`config.mk`:
```
export PLATFORM = sky130hd
export DESIGN_NAME = dfi_init_responder_flat
export DESIGN_NICKNAME = d
export VERILOG_FILES = /design/src/rtl/dfi_init_if.sv /design/src/rtl/dfi_init_responder.sv /design/src/flat_wrapper.sv
export SDC_FILE = /design/constraint.sdc
export NUM_CORES = 1
export LEC_CHECK = 0
export ABC_AREA = 0
export BUFFER_PORTS_ARGS = -buffer_cell sky130_fd_sc_hd__buf_2
export CAP_MARGIN = 20
export CORE_MARGIN = 2
export CORE_UTILIZATION = 60
export CTS_BUF_LIST = sky130_fd_sc_hd__clkbuf_2 sky130_fd_sc_hd__clkbuf_4 sky130_fd_sc_hd__clkbuf_8
export CTS_CLUSTER_DIAMETER = 60
export CTS_CLUSTER_SIZE = 16
export DETAILED_ROUTE_END_ITERATION = 7
export MAX_ROUTING_LAYER = met4
export PLACE_DENSITY = 0.86
export SLEW_MARGIN = 40
export SYNTH_ARGS = -nofsm -noshare
export SYNTH_HDL_FRONTEND = slang
export SYNTH_SLANG_ARGS = --single-unit
```
`constraint.sdc`:
```
create_clock -name core_clk -period 3.97 [get_ports core_clk]
set_input_delay 0.5955 -clock core_clk [delete_from_list [all_inputs] [get_ports core_clk]]
set_output_delay 0.5955 -clock core_clk [all_outputs]
set_load 0.02 [all_outputs]
```
`src/rtl/dfi_init_if.sv`:
```
// ----------------------------------------------------------------------------
// dfi_init_if
// Purpose : DFI signals exchanged between a memory controller and the PHY
//           during DDR3 power-up and the DFI init handshake.
// Signals : dfi_reset_n, dfi_cke             - DRAM reset / clock enable
//           dfi_cs_n/ras_n/cas_n/we_n        - command bits
//           dfi_bank[2:0]                    - bank address (MR index on MRS)
//           dfi_init_start                   - init request from controller
//           dfi_init_complete                - init response from PHY side
// Modports: master - controller side (drives command/reset/start)
//           slave  - PHY side (samples command, drives init_complete)
// ----------------------------------------------------------------------------
interface dfi_init_if;
    logic       dfi_reset_n;
    logic       dfi_cke;
    logic       dfi_cs_n;
    logic       dfi_ras_n;
    logic       dfi_cas_n;
    logic       dfi_we_n;
    logic [2:0] dfi_bank;
    logic       dfi_init_start;
    logic       dfi_init_complete;

    modport master (
        output dfi_reset_n, dfi_cke, dfi_cs_n, dfi_ras_n, dfi_cas_n, dfi_we_n,
        output dfi_bank, dfi_init_start,
        input  dfi_init_complete
    );

    modport slave (
        input  dfi_reset_n, dfi_cke, dfi_cs_n, dfi_ras_n, dfi_cas_n, dfi_we_n,
        input  dfi_bank, dfi_init_start,
        output dfi_init_complete
    );
endinterface

```
`src/rtl/dfi_init_responder.sv`:
```
// ----------------------------------------------------------------------------
// dfi_init_responder
// Purpose : PHY-side counterpart of the controller init sequencer. Watches the
//           DDR3 power-up sequence on the DFI (reset, CKE, MR2/MR3/MR1/MR0,
//           ZQCL), enforces its timing and order, latches the first violation
//           as a sticky error code, and answers the DFI init handshake.
// Ports   : core_clk          - clock, rising edge
//           core_arstn        - asynchronous active-low reset
//           dfi               - DFI slave modport (command in, init_complete out)
//           dram_init_done    - full power-up sequence observed
//           init_error        - sticky violation flag
//           init_err_code     - code of first violation (0 = none)
//             1 reset too short, 2 CKE too early, 3 command inside tXPR,
//             4 MRS out of order, 5 unexpected command, 6 CKE dropped
// ----------------------------------------------------------------------------
module dfi_init_responder #(
    parameter int unsigned T_RESET_MIN     = 16,
    parameter int unsigned T_CKE_WAIT      = 32,
    parameter int unsigned T_XPR           = 8,
    parameter int unsigned T_ZQINIT        = 16,
    parameter int unsigned PHY_INIT_CYCLES = 4
) (
    input  logic       core_clk,
    input  logic       core_arstn,
    dfi_init_if.slave  dfi,
    output logic       dram_init_done,
    output logic       init_error,
    output logic [2:0] init_err_code
);

    localparam logic [15:0] T_RESET_MIN_C = 16'(T_RESET_MIN);
    localparam logic [15:0] T_CKE_WAIT_C  = 16'(T_CKE_WAIT);
    localparam logic [15:0] T_XPR_C       = 16'(T_XPR);
    localparam logic [15:0] ZQ_LAST_C     = 16'(T_ZQINIT - 32'd1);
    localparam logic [15:0] CAL_LAST_C    = 16'(PHY_INIT_CYCLES - 32'd1);

    localparam logic [2:0] ERR_NONE  = 3'd0;
    localparam logic [2:0] ERR_RESET = 3'd1;
    localparam logic [2:0] ERR_CKE   = 3'd2;
    localparam logic [2:0] ERR_XPR   = 3'd3;
    localparam logic [2:0] ERR_ORDER = 3'd4;
    localparam logic [2:0] ERR_CMD   = 3'd5;
    localparam logic [2:0] ERR_CKEDN = 3'd6;

    typedef enum logic [3:0] {
        ST_RST_LOW  = 4'd0,
        ST_WAIT_CKE = 4'd1,
        ST_WAIT_XPR = 4'd2,
        ST_MRS2     = 4'd3,
        ST_MRS3     = 4'd4,
        ST_MRS1     = 4'd5,
        ST_MRS0     = 4'd6,
        ST_ZQ       = 4'd7,
        ST_ZQ_WAIT  = 4'd8,
        ST_DONE     = 4'd9,
        ST_ERROR    = 4'd10
    } state_e;

    typedef enum logic [1:0] {
        CMD_NOP     = 2'd0,
        CMD_MRS     = 2'd1,
        CMD_ZQCL    = 2'd2,
        CMD_ILLEGAL = 2'd3
    } cmd_e;

    typedef enum logic [1:0] {
        H_IDLE = 2'd0,
        H_CAL  = 2'd1,
        H_DONE = 2'd2
    } hs_e;

    // Saturating increment: the counter parks at 0xFFFF instead of wrapping.
    function automatic logic [15:0] sat_inc(input logic [15:0] v);
        logic [15:0] r;
        if (v == 16'hFFFF) begin
            r = v;
        end else begin
            r = v + 16'd1;
        end
        return r;
    endfunction

    // MR index expected in a given state. WAIT_XPR behaves like MRS2 once tXPR is met.
    function automatic logic [2:0] mrs_index(input state_e s);
        logic [2:0] r;
        case (s)
            ST_WAIT_XPR: r = 3'd2;
            ST_MRS2:     r = 3'd2;
            ST_MRS3:     r = 3'd3;
            ST_MRS1:     r = 3'd1;
            ST_MRS0:     r = 3'd0;
            default:     r = 3'd7;
        endcase
        return r;
    endfunction

    // Successor state after the correct MRS in a given state.
    function automatic state_e mrs_next(input state_e s);
        state_e r;
        case (s)
            ST_WAIT_XPR: r = ST_MRS3;
            ST_MRS2:     r = ST_MRS3;
            ST_MRS3:     r = ST_MRS1;
            ST_MRS1:     r = ST_MRS0;
            ST_MRS0:     r = ST_ZQ;
            default:     r = ST_ERROR;
        endcase
        return r;
    endfunction

    state_e      state_q, state_d;
    logic [15:0] cnt_q, cnt_d;
    logic        done_q, done_d;
    logic        err_q, err_d;
    logic [2:0]  code_q, code_d;
    hs_e         hs_q, hs_d;
    logic [15:0] hcnt_q, hcnt_d;
    logic        cmp_q, cmp_d;

    cmd_e        cmd_s;
    logic        viol_s;
    logic [2:0]  viol_code_s;

    // Command decode of the sampled DFI command bits.
    always_comb begin
        cmd_s = CMD_ILLEGAL;
        if (dfi.dfi_cs_n || ({dfi.dfi_ras_n, dfi.dfi_cas_n, dfi.dfi_we_n} == 3'b111)) begin
            cmd_s = CMD_NOP;
        end else if ({dfi.dfi_ras_n, dfi.dfi_cas_n, dfi.dfi_we_n} == 3'b000) begin
            cmd_s = CMD_MRS;
        end else if ({dfi.dfi_ras_n, dfi.dfi_cas_n, dfi.dfi_we_n} == 3'b110) begin
            cmd_s = CMD_ZQCL;
        end else begin
            cmd_s = CMD_ILLEGAL;
        end
    end

    // Main power-up FSM: next state, counter and sticky status.
    always_comb begin
        state_d     = state_q;
        done_d      = done_q;
        err_d       = err_q;
        code_d      = code_q;
        viol_s      = 1'b0;
        viol_code_s = ERR_NONE;
        if ((state_q != ST_RST_LOW) && !dfi.dfi_reset_n) begin
            // Re-init from any state wins over everything else this cycle.
            state_d = ST_RST_LOW;
            done_d  = 1'b0;
            err_d   = 1'b0;
            code_d  = ERR_NONE;
        end else begin
            case (state_q)
                ST_RST_LOW: begin
                    if (dfi.dfi_reset_n) begin
                        if (cnt_q >= T_RESET_MIN_C) begin
                            state_d = ST_WAIT_CKE;
                        end else begin
                            viol_s      = 1'b1;
                            viol_code_s = ERR_RESET;
                        end
                    end else begin
                        state_d = ST_RST_LOW;
                    end
                end
                ST_WAIT_CKE: begin
                    if (dfi.dfi_cke) begin
                        if (cnt_q >= T_CKE_WAIT_C) begin
                            state_d = ST_WAIT_XPR;
                        end else begin
                            viol_s      = 1'b1;
                            viol_code_s = ERR_CKE;
                        end
                    end else begin
                        state_d = ST_WAIT_CKE;
                    end
                end
                ST_WAIT_XPR, ST_MRS2, ST_MRS3, ST_MRS1, ST_MRS0: begin
                    if (!dfi.dfi_cke) begin
                        viol_s      = 1'b1;
                        viol_code_s = ERR_CKEDN;
                    end else if (cmd_s == CMD_NOP) begin
                        state_d = state_q;
                    end else if ((state_q == ST_WAIT_XPR) && (cnt_q < T_XPR_C)) begin
                        viol_s      = 1'b1;
                        viol_code_s = ERR_XPR;
                    end else if (cmd_s == CMD_MRS) begin
                        if (dfi.dfi_bank == mrs_index(state_q)) begin
                            state_d = mrs_next(state_q);
                        end else begin
                            viol_s      = 1'b1;
                            viol_code_s = ERR_ORDER;
                        end
                    end else begin
                        viol_s      = 1'b1;
                        viol_code_s = ERR_CMD;
                    end
                end
                ST_ZQ: begin
                    if (!dfi.dfi_cke) begin
                        viol_s      = 1'b1;
                        viol_code_s = ERR_CKEDN;
                    end else if (cmd_s == CMD_ZQCL) begin
                        state_d = ST_ZQ_WAIT;
                    end else if (cmd_s != CMD_NOP) begin
                        viol_s      = 1'b1;
                        viol_code_s = ERR_CMD;
                    end else begin
                        state_d = ST_ZQ;
                    end
                end
                ST_ZQ_WAIT: begin
                    if (!dfi.dfi_cke) begin
                        viol_s      = 1'b1;
                        viol_code_s = ERR_CKEDN;
                    end else if (cmd_s != CMD_NOP) begin
                        viol_s      = 1'b1;
                        viol_code_s = ERR_CMD;
                    end else if (cnt_q == ZQ_LAST_C) begin
                        // cnt was cleared on the ZQCL edge, so this is edge ZQCL+T_ZQINIT.
                        state_d = ST_DONE;
                        done_d  = 1'b1;
                    end else begin
                        state_d = ST_ZQ_WAIT;
                    end
                end
                ST_DONE:  state_d = ST_DONE;
                ST_ERROR: state_d = ST_ERROR;
                default:  state_d = ST_ERROR;
            endcase
            if (viol_s) begin
                state_d = ST_ERROR;
                err_d   = 1'b1;
                code_d  = viol_code_s;
            end else begin
                err_d   = err_q;
            end
        end
        // Counter restarts on every state entry so each ">= T" test sees only
        // the cycles spent in the state before the transition cycle.
        if (state_d != state_q) begin
            cnt_d = 16'd0;
        end else begin
            cnt_d = sat_inc(cnt_q);
        end
    end

    // Handshake FSM, independent of the power-up sequence.
    always_comb begin
        hs_d  = hs_q;
        cmp_d = cmp_q;
        case (hs_q)
            H_IDLE: begin
                if (dfi.dfi_init_start) begin
                    hs_d = H_CAL;
                end else begin
                    hs_d = H_IDLE;
                end
                cmp_d = 1'b0;
            end
            H_CAL: begin
                if (!dfi.dfi_init_start) begin
                    hs_d  = H_IDLE;
                    cmp_d = 1'b0;
                end else if (hcnt_q == CAL_LAST_C) begin
                    hs_d  = H_DONE;
                    cmp_d = 1'b1;
                end else begin
                    hs_d  = H_CAL;
                    cmp_d = 1'b0;
                end
            end
            H_DONE: begin
                if (!dfi.dfi_init_start) begin
                    hs_d  = H_IDLE;
                    cmp_d = 1'b0;
                end else begin
                    hs_d  = H_DONE;
                    cmp_d = 1'b1;
                end
            end
            default: begin
                hs_d  = H_IDLE;
                cmp_d = 1'b0;
            end
        endcase
        if (hs_d != hs_q) begin
            hcnt_d = 16'd0;
        end else begin
            hcnt_d = sat_inc(hcnt_q);
        end
    end

    // State and output registers for both FSMs.
    always_ff @(posedge core_clk or negedge core_arstn) begin
        if (!core_arstn) begin
            state_q <= ST_RST_LOW;
            cnt_q   <= 16'd0;
            done_q  <= 1'b0;
            err_q   <= 1'b0;
            code_q  <= ERR_NONE;
            hs_q    <= H_IDLE;
            hcnt_q  <= 16'd0;
            cmp_q   <= 1'b0;
        end else begin
            state_q <= state_d;
            cnt_q   <= cnt_d;
            done_q  <= done_d;
            err_q   <= err_d;
            code_q  <= code_d;
            hs_q    <= hs_d;
            hcnt_q  <= hcnt_d;
            cmp_q   <= cmp_d;
        end
    end

    assign dfi.dfi_init_complete = cmp_q;
    assign dram_init_done        = done_q;
    assign init_error            = err_q;
    assign init_err_code         = code_q;

endmodule

```
`src/flat_wrapper.sv`:
```
// flat-port wrapper written by rule: the top's interface ports become plain ports
module dfi_init_responder_flat 
#(
    parameter int unsigned T_RESET_MIN     = 16,
    parameter int unsigned T_CKE_WAIT      = 32,
    parameter int unsigned T_XPR           = 8,
    parameter int unsigned T_ZQINIT        = 16,
    parameter int unsigned PHY_INIT_CYCLES = 4
)
  (core_clk, core_arstn, dram_init_done, init_error, init_err_code, dfi_dfi_reset_n, dfi_dfi_cke, dfi_dfi_cs_n, dfi_dfi_ras_n, dfi_dfi_cas_n, dfi_dfi_we_n, dfi_dfi_bank, dfi_dfi_init_start, dfi_dfi_init_complete);
  dfi_init_if dfi_i ();
  input  logic core_clk;
  input  logic core_arstn;
  output logic dram_init_done;
  output logic init_error;
  output logic [2:0] init_err_code;
  input wire logic [$bits(dfi_i.dfi_reset_n)-1:0] dfi_dfi_reset_n;
  input wire logic [$bits(dfi_i.dfi_cke)-1:0] dfi_dfi_cke;
  input wire logic [$bits(dfi_i.dfi_cs_n)-1:0] dfi_dfi_cs_n;
  input wire logic [$bits(dfi_i.dfi_ras_n)-1:0] dfi_dfi_ras_n;
  input wire logic [$bits(dfi_i.dfi_cas_n)-1:0] dfi_dfi_cas_n;
  input wire logic [$bits(dfi_i.dfi_we_n)-1:0] dfi_dfi_we_n;
  input wire logic [$bits(dfi_i.dfi_bank)-1:0] dfi_dfi_bank;
  input wire logic [$bits(dfi_i.dfi_init_start)-1:0] dfi_dfi_init_start;
  output wire logic [$bits(dfi_i.dfi_init_complete)-1:0] dfi_dfi_init_complete;
  assign dfi_i.dfi_reset_n = dfi_dfi_reset_n;
  assign dfi_i.dfi_cke = dfi_dfi_cke;
  assign dfi_i.dfi_cs_n = dfi_dfi_cs_n;
  assign dfi_i.dfi_ras_n = dfi_dfi_ras_n;
  assign dfi_i.dfi_cas_n = dfi_dfi_cas_n;
  assign dfi_i.dfi_we_n = dfi_dfi_we_n;
  assign dfi_i.dfi_bank = dfi_dfi_bank;
  assign dfi_i.dfi_init_start = dfi_dfi_init_start;
  assign dfi_dfi_init_complete = dfi_i.dfi_init_complete;
  dfi_init_responder #(.T_RESET_MIN(T_RESET_MIN), .T_CKE_WAIT(T_CKE_WAIT), .T_XPR(T_XPR), .T_ZQINIT(T_ZQINIT), .PHY_INIT_CYCLES(PHY_INIT_CYCLES)) u_core (.core_clk(core_clk), .core_arstn(core_arstn), .dfi(dfi_i), .dram_init_done(dram_init_done), .init_error(init_error), .init_err_code(init_err_code));
endmodule
```
Word-level counts from Yosys, hierarchy flattened
Index checks and enable logic that the tools add are counted. Widths: inputs -> output; s select.

Add/subtract/negate cells: 2. $lt $le $gt $ge: 3. Eq/ne operators: 25. Multiplexer cells: 80. Reduce and logical (&&, ||, !) cells: 17.

Operator list (number): $mux 16 (4); $mux 4 (16); $mux 3 (19); $add 16x1->16 const B (2); $eq 16x16->1 const B (2); $mux 1 (28); $pmux 4 s6 (1); $eq 16x2->1 const B (1); $eq 16x4->1 const B (1); $eq 4x3->1 const B (4); $ge 16x5->1 const B (1); $ge 16x6->1 const B (1); $lt 16x4->1 const B (1); $pmux 4 s4 (1); $pmux 3 s5 (1); $mux 2 (6); $pmux 3 s4 (1); $reduce_bool 2->1 (5); $eq 4x2->1 const B (2); $eq 4x4->1 const B (2); $eq 3x3->1 const B (2); $ne 2x1->1 const B (3); $pmux 2 s3 (1); $pmux 1 s5 (1); other kinds (17) (21).

Register bits after elaboration: 44. Input port bits: 12. Output and inout bits: 6.

Longest topological paths before layout
Depth in word-level cells: 23. Gate-level depth with buffers: 10. Gate-level depth less buffers: 8.

Worst setup path before layout
Ideal clock, no wire load.

Kind: in2reg. From: input port dfi_dfi_cke. To: register u_core.cnt_q[10]. Setup time: 0.096 ns. Arrival time: 2.504 ns. Required time: 3.874 ns. Path slack: 1.370 ns. Stages: 9. Cell sequence: clkbuf_2 nand2b_1 o311a_1 or2_0 nor4bb_1 a21oi_1 mux2_4 buf_6 nor4_2.

Longest elaborated chain between the ends: 7.

RTL lines: start, declared (RTL line flat_wrapper.sv:18) `input wire logic [$bits(dfi_i.dfi_cke)-1:0] dfi_dfi_cke;`; $mux 1 (on tied branches); $pmux 1 s5 (RTL line dfi_init_responder.sv:153) `case (state_q)`; $mux 1 (RTL line dfi_init_responder.sv:146) `if ((state_q != ST_RST_LOW) && !dfi.dfi_reset_n) begin`; $mux 4 (*) (RTL line dfi_init_responder.sv:231) `if (viol_s) begin`; $mux 4 (*) (RTL line dfi_init_responder.sv:146); $ne 4x4->1 (*) (RTL line dfi_init_responder.sv:241) `if (state_d != state_q) begin`; $ne 2x1->1 (no source line) or $mux 16 (tied branches); end signal, assigned (RTL line dfi_init_responder.sv:307) `cnt_q <= cnt_d;`; end, declared (RTL line dfi_init_responder.sv:112) `logic [15:0] cnt_q, cnt_d;`.

Mark *: on every way between the ends. The rest lies on a longest branch, timed or not. The select of a mux whose other input is x is not followed. A chain may end at the register's enable or synchronous reset.

Worst setup path in the final report
From: register u_core.state_q[0]. To: register u_core.cnt_q[1].

Longest elaborated chain between the ends: 21.

RTL lines: start, declared (RTL line dfi_init_responder.sv:111) `state_e state_q, state_d;`; start signal, assigned (RTL line dfi_init_responder.sv:306) `state_q <= state_d;`; $eq 4x2->1 (on tied branches) (RTL line dfi_init_responder.sv:86, dfi_init_responder.sv:100, dfi_init_responder.sv:153); $reduce_or 2->1 (no source line); $pmux 3 s4 (RTL line dfi_init_responder.sv:86) `case (s)`; $mux 3 (RTL line dfi_init_responder.sv:187) `end else if (cmd_s == CMD_MRS) begin`; $mux 3 (RTL line dfi_init_responder.sv:184) `end else if ((state_q == ST_WAIT_XPR) && (cnt_q < T_XPR_C)) begin`; $mux 3 (RTL line dfi_init_responder.sv:182) `end else if (cmd_s == CMD_NOP) begin`; $mux 3 (RTL line dfi_init_responder.sv:179) `if (!dfi.dfi_cke) begin`; $mux 3 (RTL line dfi_init_responder.sv:153); (+5 left out); $mux 1 (RTL line dfi_init_responder.sv:182); $mux 1 (RTL line dfi_init_responder.sv:179); $pmux 1 s5 (RTL line dfi_init_responder.sv:153); $mux 1 (RTL line dfi_init_responder.sv:146); $mux 4 (RTL line dfi_init_responder.sv:231); $mux 4 (RTL line dfi_init_responder.sv:146); $ne 4x4->1 (*) (RTL line dfi_init_responder.sv:241); $ne 2x1->1 (no source line) or $mux 16 (tied branches).

Marks and branches as above.

==> metrics.csv <==
stage;metric;value;unit
route;drt_iter0_drc;378;
floorplanning;die_area;5470;µm²
cts;insertion_delay;0.29;ns
route;routedWlPerCell;16.5;µm
sta;max_slew_margin;53.0;%
sta;maxSlewViolCount;0;
cts;cts.clk_slew.worst_paths;0.08;ns
global_routing;overflow;0;
power_and_ir_drop;pwr-share-clk;23.0;%
logic_synthesis;synth_cells;322;
logic_synthesis;synth_warnings;0;
final_layout;drive_above_1_share;13.4;%
logic_synthesis;ys_ff_latch;44;
power_and_ir_drop;powerDensity;472;nW/µm²
cts;cts_resized;0;
global_routing;grt_pass1_wl;11100;µm
route;drtAntennaViolNets;0;
placed_design;place_ws;0.949;ns
global_routing;antenna_found_initial;0;
power_and_ir_drop;power_frac_seq;38.7;%
sta;rsz0062_at_grt;no;
placed_design;place_inst;394;
final_layout;area_growth;6.82;%
cts;cts_root_buf;clkbuf_8;
final_layout;fillCellCount;368;
worst_setup_path;crit_type;register to register;
sta;tightest_slew;0.699;ns
cts;cts_buffers;5;
route;routed-via-count;2615;
worst_setup_path;reg2regPathDepth;7;
power_and_ir_drop;intPower;0.000887;W
logic_synthesis;synth_cell_type_count;57;
cts;htreeDepth;2;
route;viasPerCell;6.50;
logic_synthesis;yosysTopAreaCell;dfrtp_1;
power_and_ir_drop;max-vdd-ir-drop;0.267;mV
floorplanning;ioPinCount;18;
worst_setup_path;required;4.16;ns
floorplanning;initial_core_util;62.1;%
logic_synthesis;synth_area;2940;µm²
power_and_ir_drop;power.switching;0.000593;W
power_and_ir_drop;switching_share;40.1;%
floorplanning;rows;25;
final_layout;antenna_cells;0;
worst_setup_path;startpoint_type;register;
cts;cts_setup_buffers;0;
cts;clock_sinks;44;
logic_synthesis;synth_top_area_share;37.5;%
logic_synthesis;synth_area_leaders;dfrtp_1, xor2_1, nor4_2;
sta;timing.final.ws_setup;1.00;ns
placed_design;port-buffer-count;17;
cts;hold_buffers;0;
cts;clock_path_buffers;2;
final_layout;post-route-util;66.4;%
final_layout;multi_input_area;1700;µm²
cts;cts_tree;done;
global_routing;grt_max_degree;45;
final_layout;fin_cells;402;
placed_design;gp_congestion;1.05;
global_routing;grt_usage;26.9;%
floorplanning;die_h;73.9;µm
worst_setup_path;endpoint_kind;register;
final_layout;nets;352;
floorplanning;fp.dieW;73.9;µm
logic_synthesis;yosysMostFrequentCell;dfrtp_1;
logic_synthesis;yosysSeqAreaShare;37.5;%
logic_synthesis;async_reset_ff_share;100;%
sta;finalSetupViolCount;0;
sta;period_needed;2.97;ns
worst_setup_path;critPathMaxFanout;16;
sta;tns;0;ns
status;status;completed;
global_routing;grt_pass1_vias;2416;
power_and_ir_drop;power_frac_comb;38.4;%
logic_synthesis;synth_top_cells_by_count;dfrtp_1, nor2_1, nand3_1, nand2_1, xor2_1;
logic_synthesis;synth_nets;340;
final_layout;regArea;1100;µm²
placed_design;dp_hpwl;4680;µm
route;drtPass1Iterations;6;
sta;post-route-period-util;74.7;%
logic_synthesis;synthFlopType;dfrtp_1;
power_and_ir_drop;cellLeakagePower;1.30;nW
logic_synthesis;synth_edf_count;0;
sta;fin_hold_ws;0.288;ns
flow_run;cap_violations;0;
sta;timing.fmax;337;MHz
floorplanning;core_area;4720;µm²
route;route.detailed.drc;0;
sta;skew;0.00864;ns
min_path;hp-class;input port to async pin;
worst_setup_path;reg2reg_slack;1.00;ns
worst_setup_path;r2r-end;u_core.cnt_q[1]$_DFFE_PN0P_;
sta;hold_violations;0;
worst_setup_path;critPathArrivalTime;3.16;ns
route;wl;6650;µm
worst_setup_path;r2r_start;u_core.state_q[0]$_DFF_PN0_;
logic_synthesis;avgSynthCellArea;9.12;µm²
-- critical path, stage by stage, from the launching register on --
cell	delay (ns)
dfrtp_1	0.58
and2_1	0.30
a22o_1	0.25
a311oi_1	0.57
o311a_1	0.31
or2_1	0.18
mux2_4	0.42
nor4_1	0.25
-- power by group through the flow --
stage | clock network (W) | registers [W] | logic, W
after floorplan | 0 | 0.000571 | 0.000448
after global placement | 0 | 0.000574 | 0.000546
after detailed placement | 0 | 0.000581 | 0.000555
after CTS | 0.000352 | 0.000571 | 0.000560
after global routing | 0.000367 | 0.000582 | 0.000622
final | 0.000340 | 0.000573 | 0.000568
-- logic make-up after synthesis --
logic type / synth area share (%)
AO/OA/AOI/OAI: 13.3
XOR/XNOR: 8.35
adder cells (fa/ha/maj): 2.56
buffers and inverters: 4.48
flip-flops: 37.5
multiplexers: 1.19
AND/OR/NAND/NOR: 32.7
-- layout by cell type (no fill, tap or decap), types with 2 or more instances in the layout --
master,count
dfrtp_1,44
nor2_1,31
nand3_1,21
nand2_1,20
xor2_1,18
buf_2,16
a21oi_1,14
nor4_1,12
o21ai_0,11
nor3_1,10
and3_1,10
xnor2_1,10
nor4_2,10
inv_1,9
nand4_1,9
a31oi_1,7
ha_1,6
nor2b_1,5
clkbuf_8,5
nand2b_1,4
o31ai_1,4
and4_1,4
nand4b_1,3
nor4b_1,3
or4_1,3
or3_1,3
buf_4,3
and2_1,2
nand3b_1,2
o311a_1,2
or2_1,2
o21a_1,2
a311oi_1,2
o211ai_1,2
a211oi_1,2
mux2i_1,2
-- flip-flops by register name, summed over array words and instances (netlist names) --
register                      cells
u_core.dram_init_done             1
u_core.dfi.dfi_init_complete      1
u_core.init_err_code              3
u_core.init_error                 1
u_core.hs_q                       2
u_core.hcnt_q                    16
u_core.state_q                    4
u_core.cnt_q                     16
-- per-layer routing --
metal	part of all wire, %	global-route usage, %	wire, µm
met2	50	42.9	3350
met5	0	-	0
met4	1.8	8.69	120
met1	42	35.1	2820
met3	5.5	4.47	364
-- per-stage QoR --
stage	area (µm²)	power, W
global route	3140	0.00157
floorplan	2940	0.00102
global placement	3020	0.00112
finish	3140	0.00148
detailed placement	3020	0.00114
CTS	3140	0.00148
-- how the worst max path moves through the flow --
stage / depth (start not counted) / start / endpoint / slack (ns)
after detailed placement: 7 / dfi_dfi_we_n / u_core.cnt_q[12]$_DFFE_PN0P_ / 0.95
after global placement: 8 / dfi_dfi_we_n / u_core.cnt_q[15]$_DFFE_PN0P_ / 0.95
after global routing: 6 / u_core.state_q[2]$_DFF_PN0_ / u_core.cnt_q[2]$_DFFE_PN0P_ / 0.74
after floorplan: 9 / dfi_dfi_cke / u_core.cnt_q[10]$_DFFE_PN0P_ / 1.37
after CTS: 7 / u_core.state_q[0]$_DFF_PN0_ / u_core.cnt_q[1]$_DFFE_PN0P_ / 1.03
final: 7 / u_core.state_q[0]$_DFF_PN0_ / u_core.cnt_q[1]$_DFFE_PN0P_ / 1.00
-- layout make-up --
cell class / instances / area share, %
clock buffer: 5 / 2.19
clock inverter: 3 / 1.36
inverter: 9 / 1.08
multi-input combinational: 255 / 54.3
sequential: 44 / 35.1
tap: 67 / 2.67
timing repair buffer: 19 / 3.27
Note: power is estimated with default switching activity, not from simulation.
